### src/rtl/reloj_pkg.sv
// reloj_pkg: field selects, BCD limits, reset values and BCD helpers shared by the clock.
package reloj_pkg;
  localparam logic [1:0] SEL_SEC = 2'd0;
  localparam logic [1:0] SEL_MIN = 2'd1;
  localparam logic [1:0] SEL_HR = 2'd2;
  localparam logic [1:0] SEL_NONE = 2'd3;
  localparam logic [2:0] MAX_TENS_60 = 3'd5;
  localparam logic [3:0] MAX_UNITS = 4'd9;
  localparam logic [1:0] RST24_HD = 2'd0;
  localparam logic [3:0] RST24_HU = 4'd0;
  localparam logic [1:0] RST12_HD = 2'd1;
  localparam logic [3:0] RST12_HU = 4'd2;
  function automatic logic [6:0] bin2bcd(input logic [5:0] v);
    return {3'(v / 6'd10), 4'(v % 6'd10)};
  endfunction
  function automatic logic [5:0] bcd2bin(input logic [2:0] t, input logic [3:0] u);
    return 6'(t) * 6'd10 + 6'(u);
  endfunction
endpackage

### src/rtl/reloj_bcd60.sv
// reloj_bcd60: two-digit 00..59 BCD counter; carry flags an inc that wraps 59 to 00.
module reloj_bcd60 import reloj_pkg::*; (
  input  logic       clk,
  input  logic       rst,
  input  logic       inc,
  input  logic       dec,
  output logic [3:0] u,
  output logic [2:0] d,
  output logic       carry
);
  logic [3:0] u_q, u_d;
  logic [2:0] d_q, d_d;
  logic up, dn;
  always_comb begin
    up = inc & ~dec;
    dn = dec & ~inc;
    carry = up && d_q == MAX_TENS_60 && u_q == MAX_UNITS;
    u_d = up ? (u_q == MAX_UNITS ? 4'd0 : u_q + 4'd1) : dn ? (u_q == 4'd0 ? MAX_UNITS : u_q - 4'd1) : u_q;
    d_d = (up && u_q == MAX_UNITS) ? (d_q == MAX_TENS_60 ? 3'd0 : d_q + 3'd1) :
          (dn && u_q == 4'd0) ? (d_q == 3'd0 ? MAX_TENS_60 : d_q - 3'd1) : d_q;
  end
  always_ff @(posedge clk) begin
    if (rst) begin
      u_q <= '0;
      d_q <= '0;
    end else begin
      u_q <= u_d;
      d_q <= d_d;
    end
  end
  assign u = u_q;
  assign d = d_q;
endmodule

### src/rtl/reloj_hms.sv
// reloj_hms: BCD HH:MM:SS clock with prescaler, 12/24h format and field setting.
// Optional alarm compiled in with RELOJ_ALARM_EN.
module reloj_hms import reloj_pkg::*; #(
  parameter int DIV = 1,
  parameter int MODE12 = 0
) (
  input  logic       clk,
  input  logic       rst,
  input  logic       tick,
  input  logic       set_en,
  input  logic [1:0] set_sel,
  input  logic       set_up,
  input  logic       set_dn,
  output logic [3:0] su,
  output logic [2:0] sd,
  output logic [3:0] mu,
  output logic [2:0] md,
  output logic [3:0] hu,
  output logic [1:0] hd,
  output logic       pm,
  output logic       day_pulse
`ifdef RELOJ_ALARM_EN
  ,
  input  logic       alarm_wr,
  input  logic [4:0] alarm_h,
  input  logic [5:0] alarm_m,
  output logic       alarm_hit
`endif
);
  localparam int PW = DIV > 1 ? $clog2(DIV) : 1;
  localparam logic [PW-1:0] PLAST = PW'(DIV - 1);
  localparam bit M12 = MODE12 != 0;
  logic [PW-1:0] pcnt_q, pcnt_d;
  logic [1:0] hd_q, hd_d;
  logic [3:0] hu_q, hu_d;
  logic pm_q, pm_d, day_q, day_d;
  logic adv, step, s_inc, s_dec, m_inc, m_dec, s_carry, m_carry, hr_adv, hr_up, hr_dn;
  logic [5:0] hb;
  logic [4:0] idx, idx_n, h12, hv;
  assign adv = tick & ~set_en & (pcnt_q == PLAST);
  assign pcnt_d = (set_en | adv) ? '0 : pcnt_q + PW'(tick);
  assign step = set_en & (set_up ^ set_dn);
  assign s_inc = adv | (step & set_up & (set_sel == SEL_SEC));
  assign s_dec = step & set_dn & (set_sel == SEL_SEC);
  // Seconds carry only cascades on a real advance; set steps wrap in-field.
  assign m_inc = (adv & s_carry) | (step & set_up & (set_sel == SEL_MIN));
  assign m_dec = step & set_dn & (set_sel == SEL_MIN);
  assign hr_adv = adv & m_carry;
  assign hr_up = hr_adv | (step & set_up & (set_sel == SEL_HR));
  assign hr_dn = step & set_dn & (set_sel == SEL_HR);
  reloj_bcd60 u_sec (.clk(clk), .rst(rst), .inc(s_inc), .dec(s_dec), .u(su), .d(sd), .carry(s_carry));
  reloj_bcd60 u_min (.clk(clk), .rst(rst), .inc(m_inc), .dec(m_dec), .u(mu), .d(md), .carry(m_carry));
  // Hours run on a 0..23 index (0 = midnight) so both formats share one stepper.
  always_comb begin
    hb = bcd2bin({1'b0, hd_q}, hu_q);
    idx = M12 ? 5'(hb == 6'd12 ? 6'd0 : hb) + (pm_q ? 5'd12 : 5'd0) : 5'(hb);
    idx_n = hr_up ? (idx == 5'd23 ? 5'd0 : idx + 5'd1) : hr_dn ? (idx == 5'd0 ? 5'd23 : idx - 5'd1) : idx;
    h12 = idx_n % 5'd12;
    hv = M12 ? (h12 == 5'd0 ? 5'd12 : h12) : idx_n;
    hd_d = 2'(hv / 5'd10);
    hu_d = 4'(hv % 5'd10);
    pm_d = M12 && idx_n >= 5'd12;
    day_d = hr_adv && idx == 5'd23;
  end
  always_ff @(posedge clk) begin
    if (rst) begin
      pcnt_q <= '0;
      hd_q <= M12 ? RST12_HD : RST24_HD;
      hu_q <= M12 ? RST12_HU : RST24_HU;
      pm_q <= 1'b0;
      day_q <= 1'b0;
    end else begin
      pcnt_q <= pcnt_d;
      hd_q <= hd_d;
      hu_q <= hu_d;
      pm_q <= pm_d;
      day_q <= day_d;
    end
  end
  assign hd = hd_q;
  assign hu = hu_q;
  assign pm = pm_q;
  assign day_pulse = day_q;
`ifdef RELOJ_ALARM_EN
  logic [1:0] ahd_q, ahd_d;
  logic [3:0] ahu_q, ahu_d, amu_q, amu_d;
  logic [2:0] amd_q, amd_d;
  logic hit_q, hit_d;
  logic [4:0] ah;
  logic [5:0] am, mn;
  logic [6:0] amb, mnb;
  always_comb begin
    ah = alarm_h > 5'd23 ? 5'd23 : alarm_h;
    am = alarm_m > 6'd59 ? 6'd59 : alarm_m;
    amb = bin2bcd(am);
    ahd_d = alarm_wr ? 2'(ah / 5'd10) : ahd_q;
    ahu_d = alarm_wr ? 4'(ah % 5'd10) : ahu_q;
    amd_d = alarm_wr ? amb[6:4] : amd_q;
    amu_d = alarm_wr ? amb[3:0] : amu_q;
    mn = m_carry ? 6'd0 : bcd2bin(md, mu) + 6'd1;
    mnb = bin2bcd(mn);
    hit_d = adv && s_carry && mnb == {amd_q, amu_q} && {2'(idx_n / 5'd10), 4'(idx_n % 5'd10)} == {ahd_q, ahu_q};
  end
  always_ff @(posedge clk) begin
    if (rst) begin
      ahd_q <= '0;
      ahu_q <= '0;
      amd_q <= '0;
      amu_q <= '0;
      hit_q <= 1'b0;
    end else begin
      ahd_q <= ahd_d;
      ahu_q <= ahu_d;
      amd_q <= amd_d;
      amu_q <= amu_d;
      hit_q <= hit_d;
    end
  end
  assign alarm_hit = hit_q;
`endif
endmodule

### config.mk
export PLATFORM = sky130hd
export DESIGN_NAME = reloj_hms
export DESIGN_NICKNAME = d
export VERILOG_FILES = /design/src/rtl/reloj_pkg.sv /design/src/rtl/reloj_bcd60.sv /design/src/rtl/reloj_hms.sv
export SDC_FILE = /design/constraint.sdc
export NUM_CORES = 1
export LEC_CHECK = 0
export CAP_MARGIN = 20
export CORE_MARGIN = 1
export CORE_UTILIZATION = 40
export DETAILED_ROUTE_END_ITERATION = 10
export PLACE_DENSITY = 0.58
export SYNTH_ARGS = -nofsm -noshare
export SYNTH_HDL_FRONTEND = slang
export SYNTH_SLANG_ARGS = --single-unit
### constraint.sdc
create_clock -name clk -period 12.05 [get_ports clk]
set_clock_uncertainty 0.15 [all_clocks]
set_input_delay 2.41 -clock clk [delete_from_list [all_inputs] [get_ports clk]]
set_output_delay 2.41 -clock clk [all_outputs]
set_load 0.05 [all_outputs]
==> run_results.csv <==
group,metric,value,unit
power,max-vdd-ir-drop,0.04846,mV
drt,drcViolationCount,0,
finish,stdcell_area,2235,µm²
placement,gp_congestion,0.8497,
finish,fillers,449,
finish,fin_nets,301,
grt,grt_max_degree,25,
critical_path,reg2regPathDepth,24,
placement,hpwl,3.236,mm
grt,grt_overflow,0,
placement,detailed_place.area,2193,µm²
sta,tightestPinTransition,915.2,ps
floorplanning,ioPinCount,30,
critical_path,crit_buf_inv,4,
logic_synthesis,ys_seq_area_frac,0.2320,
grt,grt_pass1_vias,1654,
sta,post-route-min-period,8316,ps
grt,groute.usage.overall,0.1860,
drt,firstDrtPassIters,6,
critical_path,worst_ep_required_time,12060,ps
floorplanning,num_rows,24,
drt,final_antenna_net_count,0,
logic_synthesis,synthFlopType,"dfxtp_1",
sta,rsz0062_at_grt,"no",
drt,wl,4.274,mm
logic_synthesis,syn_area,1898,µm²
critical_path,path_common_cell,"ha_1",
grt,grt_first_pass_wirelength,7.638,mm
floorplanning,initial_core_util,0.4271,
cts,cts_root_buffer,"clkbuf_8",
floorplanning,die_h,70.89,µm
sta,final.setup.tns,0,ps
floorplanning,die-area,5025,µm²
finish,area_delta_synth_final,17.73,%
finish,drive_gt1_frac,0.04364,
cts,insertion_delay,260,ps
critical_path,cp-endpoint,"hu[1]",
logic_synthesis,synth_edf_count,0,
floorplanning,fp.dieW,70.89,µm
critical_path,cp.arrival,8320,ps
logic_synthesis,syn_avg_cell_area,7.414,µm²
critical_path,cpMaxStageDelayCell,"or4_1",
outcome,status,"complete, no violations",
placement,post-place-ws,3505,ps
floorplanning,core,4444,µm²
logic_synthesis,ys_ff_latch,22,
finish,final_cell_mix,"39 x nor2_1, 28 x clkdlybuf4s50_1, 22 x dfxtp_1",
cts,path_clk_slew,80,ps
logic_synthesis,ys_warn_count,0,
logic_synthesis,synth.distinct_cells,56,
sta,slew_headroom,0.3880,
sta,hold_viol_final,0,
sta,final_max_slew_viol_count,0,
critical_path,path_depth,27,
critical_path,r2r_setup_slack,6150,ps
logic_synthesis,synthesis.nets,280,
cts,cts_tree,"built",
logic_synthesis,async_reset_ff_frac,0,
power,p_leak,0.8949,nW
critical_path,reg2reg_to,"hu[1]",
logic_synthesis,synthCells,256,
sta,fmax,120.3,MHz
finish,regArea,440.4,µm²
finish,multi_input_area,1351,µm²
critical_path,slowest_delay,600,ps
critical_path,cp_max_fo,9,
cts,cts_resized,0,
grt,antenna_found_initial,0,
critical_path,r2r_start,"pcnt_q",
job,max_cap_viol_count,0,
drt,avgRoutedWirePerCell,13.07,µm
cts,cts_buffer_depth,2,
cts,ctsHoldBuffers,0,
sta,fin_ws,3734,ps
cts,cts.htree.levels,1,
critical_path,critPathKind,"in2reg",
drt,drtIter0Drc,243,
sta,timing.hold.ws,356.0,ps
critical_path,startpoint,"set_en",
cts,cts.sinks,22,
critical_path,cpLargestDelayFamily,"simple AND/OR/NAND/NOR gates",
finish,antenna_cells,0,
cts,cts_buffers,3,
sta,setup_viol,0,
finish,final_common_cell,"nor2_1",
power,power_density,113.9,nW/µm²
critical_path,cp-end-kind,"register",
placement,port_buffers,28,
drt,vias,1795,
sta,fin_crit_sh,0.6901,
critical_path,start_kind,"primary input",
drt,drt-vias-per-instance,5.489,
cts,postCtsSetupBuffers,0,
min_path,worstHoldPathType,"reg2reg",
-- how the worst min path moves through the flow --
stage                start      to  slack, ps  cells after the start
floorplan           pcnt_q  pcnt_q        320                      1
global placement    pcnt_q  pcnt_q        340                      1
detailed placement  pcnt_q  pcnt_q        350                      1
CTS                 pcnt_q  pcnt_q        360                      1
global route        pcnt_q  pcnt_q        390                      1
finish              pcnt_q  pcnt_q        360                      1
-- logic make-up (layout without fill, tap and decap cells) --
logic type | after synthesis | in the layout | synth area share
simple gates | 115 | 115 | 0.3118
compound gates | 62 | 62 | 0.2241
buf+inv | 27 | 46 | 0.05603
flops | 22 | 22 | 0.2320
fa+ha+maj | 16 | 16 | 0.1094
xor+xnor | 8 | 8 | 0.03692
mux | 5 | 5 | 0.02769
other cells | 1 | 1 | 0.001976
-- cell usage after synthesis, drive strengths merged, types with 2 or more instances --
cell type / count / area [µm²]
a2111oi: 2 / 36.29
a211oi: 9 / 67.56
a21oi: 18 / 93.84
and2: 4 / 25.02
and3: 5 / 31.28
buf: 4 / 20.02
clkbuf: 8 / 30.03
dfxtp: 22 / 440.4
ha: 15 / 187.7
inv: 15 / 56.30
mux2: 2 / 22.52
mux2i: 3 / 30.03
nand2: 11 / 41.29
nand2b: 5 / 31.28
nand3: 13 / 65.06
nand3b: 2 / 15.01
nor2: 39 / 146.4
nor2b: 3 / 18.77
nor3: 11 / 55.05
nor3b: 3 / 22.52
o21ai: 16 / 80.08
o21ba: 2 / 20.02
o32ai: 2 / 17.52
or2: 3 / 18.77
or3: 5 / 31.28
or4: 2 / 15.01
xnor2: 2 / 17.52
xor2: 6 / 52.55
-- area by class of cell --
class                   count  share of cell area
clock buffers               3             0.01848
flip-flops and latches     22              0.1971
inverters                  15             0.02520
multi-input cells         207              0.6047
well taps                  52             0.02912
repair buffers             28              0.1254
-- report_power, final --
group	internal [W]	total, W	switching [W]
Clock	0.0000223	0.0000467	0.0000243
Sequential	0.0000778	0.0000851	0.00000728
Combinational	0.0000498	0.000123	0.0000730
-- sequential cells by signal (all words and copies together) (netlist names) --
signal,count
u_sec.d,3
hd,2
hu,4
u_min.u,4
pcnt_q,1
day_pulse,1
u_min.d,3
u_sec.u,4
-- per-layer routing --
layer	vias to the layer above	routed length [µm]	GRT usage	share of wire
met5	-	0	0	0
met4	0	27	0.04222	0.0063
met3	2	138	0.03276	0.032
met2	37	1698	0.2682	0.40
met1	806	2410	0.2850	0.56
li1	950	-	-	-
-- metrics by stage --
stage          power [W]    util  cells
6_report       0.0002545  0.5028    327
5_1_grt        0.0002778  0.5028    327
3_5_place_dp   0.0002085  0.4935    324
2_1_floorplan  0.0001793       -    256
4_1_cts        0.0002583  0.5028    327
3_3_place_gp   0.0002093  0.4935    324
No activity file was read; power rests on OpenSTA's default activity.
